--- src/rtl/bin2bcd_pkg.sv ---
// Shared types and helpers for the sequential binary-to-BCD converter.
package bin2bcd_pkg;

  typedef enum logic [1:0] {IDLE, SHIFT, DONE} b2b_state_t;

  // Double-dabble nibble correction; a 4-bit result is enough because the input never exceeds 9.
  function automatic logic [3:0] add3_adj(input logic [3:0] nib);
    return (nib >= 4'd5) ? nib + 4'd3 : nib;
  endfunction

  // Decimal digits needed to represent 2**width-1.
  function automatic int min_digits(input int width);
    longint unsigned v;
    int d;
    v = (longint'(1) << width) - 1;
    d = 1;
    while (v >= 10) begin
      v = v / 10;
      d = d + 1;
    end
    return d;
  endfunction

endpackage

--- src/rtl/bin2bcd_seq_adj.sv ---
// Combinational per-digit adjust: a nibble of 5 or more gets +3 before the next shift.
module bcd_digit_adj
  import bin2bcd_pkg::*;
(
  input  logic [3:0] nib_i,
  output logic [3:0] nib_o
);

  assign nib_o = add3_adj(nib_i);

endmodule

--- src/rtl/bin2bcd_seq.sv ---
// Sequential binary-to-BCD converter, shift-and-add-3, one input bit per clock.
// Optional BIN2BCD_CHANGE_DETECT_EN: an input change while idle starts a conversion.
module bin2bcd_seq
  import bin2bcd_pkg::*;
#(
  parameter int WIDTH  = 8,
  parameter int DIGITS = 3
) (
  input  logic                  clk,
  input  logic                  rst,
  input  logic                  start,
  input  logic [WIDTH-1:0]      bin,
  output logic                  busy,
  output logic                  done,
  output logic [DIGITS*4-1:0]   bcd
);

  localparam int BW = DIGITS * 4;
  localparam int SW = BW + WIDTH;
  localparam int CW = $clog2(WIDTH + 1);

  if (DIGITS < min_digits(WIDTH)) begin : g_size_err
    $error("bin2bcd_seq: DIGITS=%0d too small for WIDTH=%0d", DIGITS, WIDTH);
  end

  b2b_state_t    state_q, state_d;
  logic [CW-1:0] cnt_q, cnt_d;
  logic [SW-1:0] sr_q, sr_d;
  logic [BW-1:0] bcd_q, bcd_d;
  logic [SW-1:0] sr_adj, sr_shift;
  logic          bin_chg;
  logic          accept;

`ifdef BIN2BCD_CHANGE_DETECT_EN
  logic [WIDTH-1:0] last_bin_q;

  always_ff @(posedge clk) begin
    if (rst)         last_bin_q <= '0;
    else if (accept) last_bin_q <= bin;
  end

  assign bin_chg = (bin != last_bin_q);
`else
  assign bin_chg = 1'b0;
`endif

  // Change detection only counts in IDLE; a DONE->SHIFT restart needs start.
  assign accept = ((state_q == IDLE) && (start || bin_chg)) ||
                  ((state_q == DONE) && start);

  for (genvar g = 0; g < DIGITS; g++) begin : g_adj
    bcd_digit_adj u_adj (
      .nib_i (sr_q[WIDTH+4*g +: 4]),
      .nib_o (sr_adj[WIDTH+4*g +: 4])
    );
  end
  assign sr_adj[WIDTH-1:0] = sr_q[WIDTH-1:0];
  assign sr_shift          = sr_adj << 1;

  always_ff @(posedge clk) begin
    if (rst) begin
      state_q <= IDLE;
      cnt_q   <= '0;
      sr_q    <= '0;
      bcd_q   <= '0;
    end else begin
      state_q <= state_d;
      cnt_q   <= cnt_d;
      sr_q    <= sr_d;
      bcd_q   <= bcd_d;
    end
  end

  always_comb begin
    state_d = state_q;
    case (state_q)
      IDLE:    if (accept) state_d = SHIFT;
      SHIFT:   if (cnt_q == CW'(1)) state_d = DONE;
      DONE:    state_d = accept ? SHIFT : IDLE;
      default: state_d = IDLE;
    endcase
  end

  always_comb begin
    sr_d  = sr_q;
    cnt_d = cnt_q;
    bcd_d = bcd_q;
    if (accept) begin
      sr_d  = {{BW{1'b0}}, bin};
      cnt_d = CW'(WIDTH);
    end else if (state_q == SHIFT) begin
      sr_d  = sr_shift;
      cnt_d = cnt_q - CW'(1);
      if (cnt_q == CW'(1)) bcd_d = sr_shift[SW-1 -: BW];
    end
  end

  always_comb begin
    busy = 1'b0;
    done = 1'b0;
    case (state_q)
      SHIFT:   busy = 1'b1;
      DONE:    done = 1'b1;
      default: ;
    endcase
  end

  assign bcd = bcd_q;

endmodule

--- config.mk ---
export PLATFORM = sky130hd
export DESIGN_NAME = bin2bcd_seq
export DESIGN_NICKNAME = d
export VERILOG_FILES = /design/src/rtl/bin2bcd_pkg.sv /design/src/rtl/bin2bcd_seq_adj.sv /design/src/rtl/bin2bcd_seq.sv
export SDC_FILE = /design/constraint.sdc
export NUM_CORES = 1
export LEC_CHECK = 0
export CAP_MARGIN = 20
export CORE_ASPECT_RATIO = 1.5
export CORE_MARGIN = 8
export CORE_UTILIZATION = 51
export CTS_CLUSTER_DIAMETER = 50
export DETAILED_ROUTE_END_ITERATION = 6
export PLACE_DENSITY = 0.76
export SYNTH_ARGS = -nofsm -noshare
export SYNTH_HDL_FRONTEND = slang
export SYNTH_SLANG_ARGS = --single-unit
--- constraint.sdc ---
create_clock -name clk -period 2.1 [get_ports clk]
set_input_delay 0.42 -clock clk [delete_from_list [all_inputs] [get_ports clk]]
set_output_delay 0.42 -clock clk [all_outputs]
set_load 0.005 [all_outputs]
## Yosys cells after proc, flatten, opt, wreduce, memory -nomap -nowiden

Index checks and enable logic that the tools add are counted.

| storage, ports and cells | value |
|---|---|
| flip-flop bits (word level) | 38 |
| bits of input ports | 11 |
| output and inout bits | 14 |
| logic and storage cells | 40 |

| cells by class | value |
|---|---|
| add/subtract/negate cells | 4 |
| magnitude comparators | 3 |
| equal/unequal tests | 5 |
| mux-type cells | 13 |
| bitwise operators | 1 |
| reduce and logical (&&, ||, !) cells | 8 |

Operator list:

| cell | number |
|---|---|
| 4-bit two-way mux | 4 |
| 8-bit two-way mux | 2 |
| 4-bit by 3-bit >= comparator with 1-bit output (second input constant) | 3 |
| 4-bit by 2-bit adder with 4-bit output (second input constant) | 2 |
| 2-bit case mux with 3 select lines | 1 |
| 4-bit by 1-bit equality test with 1-bit output (second input constant) | 1 |
| 2-bit two-way mux | 2 |
| 2-bit inequality test (second input constant) | 2 |
| 4-bit by 1-bit subtractor with 4-bit output (second input constant) | 1 |
| 3-bit by 2-bit adder with 3-bit output (second input constant) | 1 |
| 1-bit two-way mux | 3 |
| 3-bit two-way mux | 1 |
| 3-bit AND reduction | 1 |
| 2-bit by 1-bit equality test with 1-bit output (second input constant) | 1 |
| 2-bit equality test (second input constant) | 1 |
| 1-bit logical AND | 2 |
| 2-bit zero test | 1 |
| 2-bit AND reduction | 1 |
| 2-bit nonzero test | 1 |
| 2-bit OR reduction | 1 |
| 1-bit logical OR | 1 |
| 1-bit NOT | 1 |

## Longest topological paths before layout

| logic depth | value |
|---|---|
| word-level depth | 5 |
| mapped depth | 6 |
| depth with buffers taken out | 6 |

## By module

Synthesis repeated with hierarchy kept, for this count alone.

| unflattened totals | value |
|---|---|
| cells, all modules | 196 |
| area, all modules | 1705.4 sq um |

By module, submodules not included:

| module | instances | cells each | area an instance (sq um) | sequential area each (sq um) |
|---|---|---|---|---|
| bin2bcd_seq | 1 | 148 | 1401.3 | 760.7 |
| bcd_digit_adj | 3 | 16 | 101.3 | 0.0 |

## Worst setup path after synthesis

Ideal clock, no wire load.

| timing path | value |
|---|---|
| path kind | reg2reg |
| from | register cnt_q[0] |
| to | register bcd_q[1] (netlist: bcd[1]) |
| setup time | 0.073 ns |
| arrival time | 1.475 ns |
| data required time | 2.027 ns |
| path slack | 0.552 ns |
| stages on the path, launching flop included | 6 |
| buffers on the path | 1 |
| clock period less this slack | 1.548 ns |
| cells stage by stage | dfxtp_1 -> ha_1 -> or3b_4 -> or3_1 -> buf_6 -> o22ai_2 |

| on the way | value |
|---|---|
| cells in the longest elaborated chain, start to end | 2 |

Ends and longest elaborated chain:

| element | line | RTL |
|---|---|---|
| from (decl) | bin2bcd_seq.sv:27 | `logic [CW-1:0] cnt_q, cnt_d;` |
| from (signal assigned) | bin2bcd_seq.sv:68 | `cnt_q <= cnt_d;` |
| 4-bit by 1-bit equality test with 1-bit output | bin2bcd_seq.sv:94 | `if (cnt_q == CW'(1)) bcd_d = sr_shift[SW-1 -: BW];` |
| 3-bit AND reduction (no line) | n/a |  |
| to (signal assigned) | bin2bcd_seq.sv:65 | `bcd_q <= '0;` |
| to (signal assigned) | bin2bcd_seq.sv:70 | `bcd_q <= bcd_d;` |
| to (decl) | bin2bcd_seq.sv:29 | `logic [BW-1:0] bcd_q, bcd_d;` |

No other way between the ends.
A chain may end at the register's enable or synchronous reset.

## Worst setup path in the final report

| timing path | value |
|---|---|
| from | register cnt_q[0] |
| to | register bcd_q[2] (netlist: bcd[2]) |

The elaborated chain is that of the path after synthesis.

==> flow_summary.json <==
{
  "postSynthAreaPerCell_um2": 8.855,
  "floorplan.die_area_mm2": 0.005542,
  "finalMaxSlewViolations": 0,
  "worst-endpoint-required_ns": 2.32,
  "category_of_the_most_critical_setup_path": "reg2reg",
  "async_reset_ff_frac": 0,
  "synthMuxAreaShare": 0.03116,
  "synthCells": 195,
  "first_pass_iteration_count_of_the_detailed_router": 4,
  "critical_path.endpoint_type": "flop",
  "holdCritPathClass": "reg2reg",
  "synthesis.yosys.warnings": 0,
  "synth_simple_gate_area_frac": 0.2043,
  "clock_h_tree_levels": 2,
  "synth.net_count": 214,
  "cts_num_sinks": 38,
  "p_leak_nw": 0.7277,
  "die-width_um": 63.51,
  "grt_max_degree": 22,
  "netlist_area_before_placement_mm2": 0.001727,
  "drt_iter0_markers": 28,
  "setup_tns_ns": 0,
  "timing_worst_slew_pin_value_ns": 0.5692,
  "drc": 0,
  "report.final.setup_viol": 0,
  "ctsLongestPathBuffers": 2,
  "die-height_um": 87.26,
  "post_route_cells_drive_above_1_share": 0.1081,
  "tritoncts_clock_tree": "done",
  "drt-total-wl_um": 3724,
  "hpwl_um": 2762,
  "cts_resized": 0,
  "startpoint_type": "flop",
  "grt_setup_unrepaired": "no",
  "grt_pass1_wl_um": 6437,
  "final.period_utilization": 0.8411,
  "max_freq_mhz": 566.2,
  "finalCriticalPeriod_ns": 1.766,
  "first_global_vias": 1439,
  "worst_setup_hold_path_clk_slew_ns": 0.08,
  "layer_carrying_the_most_global_route_usage": "met2",
  "met1_usage": 0.1392,
  "placementRows": 26,
  "synth_top_cells_by_area": "sky130_fd_sc_hd__dfxtp_1 (44%), sky130_fd_sc_hd__ha_1 (5.8%), sky130_fd_sc_hd__nand2_1 (4.6%)",
  "fin_skew_ns": 0.008780,
  "seq_area_frac_synth": 0.4406,
  "vdd.ir_drop.worst_mv": 0.6791,
  "synth-xor-area-share": 0.02536,
  "drtAntennaViolNets": 0,
  "viasPerCell": 5.420,
  "synth_adder_area_share": 0.05797,
  "met3_usage": 0.04510,
  "result_of_the_run": "finished, final reports clean",
  "cts_hold_buf": 0,
  "overflow": 0,
  "yosysUniqueCellTypes": 29,
  "remaining_max_slew_budget_at_the_tightest_pin": 0.6205,
  "area.growth.synth_to_final_pct": 21.67,
  "fin_hold_ws_ns": 0.4688,
  "number_of_enable_type_register_cells_in_the_synthesized_netlist": 0,
  "gp_congestion": 0.7457,
  "compound_cell_area_share_of_the_yosys_netlist": 0.1870,
  "groute.layer.met2.usage": 0.2704,
  "core-area_mm2": 0.003318,
  "fillCellCount": 308,
  "power.density_mw_per_mm2": 696.1,
  "synth-seq-cells": 38,
  "arrival_ns": 1.98,
  "post-synth-top-area-cell": "sky130_fd_sc_hd__dfxtp_1",
  "synth_common_cells": "sky130_fd_sc_hd__dfxtp_1 (38), sky130_fd_sc_hd__nand2_1 (21), sky130_fd_sc_hd__nor2_1 (20), sky130_fd_sc_hd__a21oi_1 (12), sky130_fd_sc_hd__nand2b_1 (12)",
  "grt_antenna_before_repair": 0,
  "synth_top_area_share": 0.4406,
  "clockRootBuffer": "sky130_fd_sc_hd__clkbuf_8",
  "initial_core_util": 0.5204,
  "groute.usage.overall": 0.1426,
  "placement.io_buffers": 24,
  "nNetsFinal": 240,
  "cell_with_the_most_instances_after_synthesis": "sky130_fd_sc_hd__dfxtp_1",
  "cts_bufs_inserted": 5,
  "largest_family_of_logic_cells_by_synthesized_area": "simple AND/OR/NAND/NOR gates",
  "hold_violations": 0,
  "postCtsSetupBuffers": 0,
  "routed_wire_length_per_instance_um": 14.11,
  "timing.max_cap.violations": 0,
  "worstPathMaxFanout": 7,
  "synthFlopType": "sky130_fd_sc_hd__dfxtp_1",
  "r2r_slack_ns": 0.33,
  "power_w": 0.001462,
  "n_antenna_cell": 0,
  "dr_vias": 1431,
  "clkLatencyLatePin_ns": 0.29,
  "boundaryPins": 25
}
metrics by stage:
stage               area [µm²]  setup slack [ns]    util  instances
detailed placement        2009            0.2051  0.6056        256
CTS                       2101            0.3355  0.6331        264
global route              2101            0.2646  0.6331        264
floorplan                 1727            0.5520       -        195
finish                    2101            0.3337  0.6331        264
global placement          2009            0.2652  0.6056        256
per-layer routing:
layer | wire (µm) | up-vias
li1 | - | 729
met1 | 1487 | 671
met2 | 2021 | 26
met3 | 168 | 5
met4 | 45 | 0
met5 | 0 | -
state kept, by name (all words and copies together), names as in the netlist:
| name | cells |
|---|---|
| sr_q | 20 |
| bcd | 12 |
| cnt_q | 4 |
| state_q | 2 |
cells in the final DEF (no fill, tap or decap), drive strengths merged, types with 7 or more instances in the layout:
master	n
nand2	21
clkbuf	7
nand2b	12
a21oi	12
ha	8
nor2	21
a211oi	8
clkdlybuf4s50	24
dfxtp	38
inv	10
o22ai	14
kinds of logic after synthesis:
group                      Yosys count
AOI/OAI and AO/OA                   45
xor gates and xnor gates             5
muxes                                5
adders and majority gates            8
DFF                                 38
buffers and inverters               21
and+or+nand+nor                     73
worst max-delay path, stage by stage, from the launching register on:
cell,delay [ns]
sky130_fd_sc_hd__dfxtp_1,0.40
sky130_fd_sc_hd__ha_1,0.17
sky130_fd_sc_hd__or3b_4,0.39
sky130_fd_sc_hd__or3_1,0.51
sky130_fd_sc_hd__o22ai_2,0.23
final cells by class:
class / count / area, µm² / area share
clock inverters: 1 / 5.005 / 0.002382
flip-flops and latches: 38 / 760.7 / 0.3621
multi-input cells: 136 / 873.3 / 0.4157
clock buffers: 7 / 86.33 / 0.04110
inverters: 10 / 37.54 / 0.01787
repair buffers: 30 / 285.3 / 0.1358
well taps: 42 / 52.55 / 0.02501
report_power, final:
part,switching (W),leakage (nW),internal [W]
combinational,0.0000977,0.370,0.0000812
sequential,0.0000205,0.309,0.000750
clock,0.000248,0.0482,0.000265
total,0.000366,0.728,0.00110
final timing paths:
| check | from | to | cells after the start |
|---|---|---|---|
| hold / removal | sr_q[7] | sr_q[8] | 2 |
| setup reg to reg | cnt_q[0] | bcd[2] | 4 |
| hold reg to reg | sr_q[7] | sr_q[8] | 2 |
| setup / recovery | cnt_q[0] | bcd[2] | 4 |
Power figures use the tool's default switching activity.
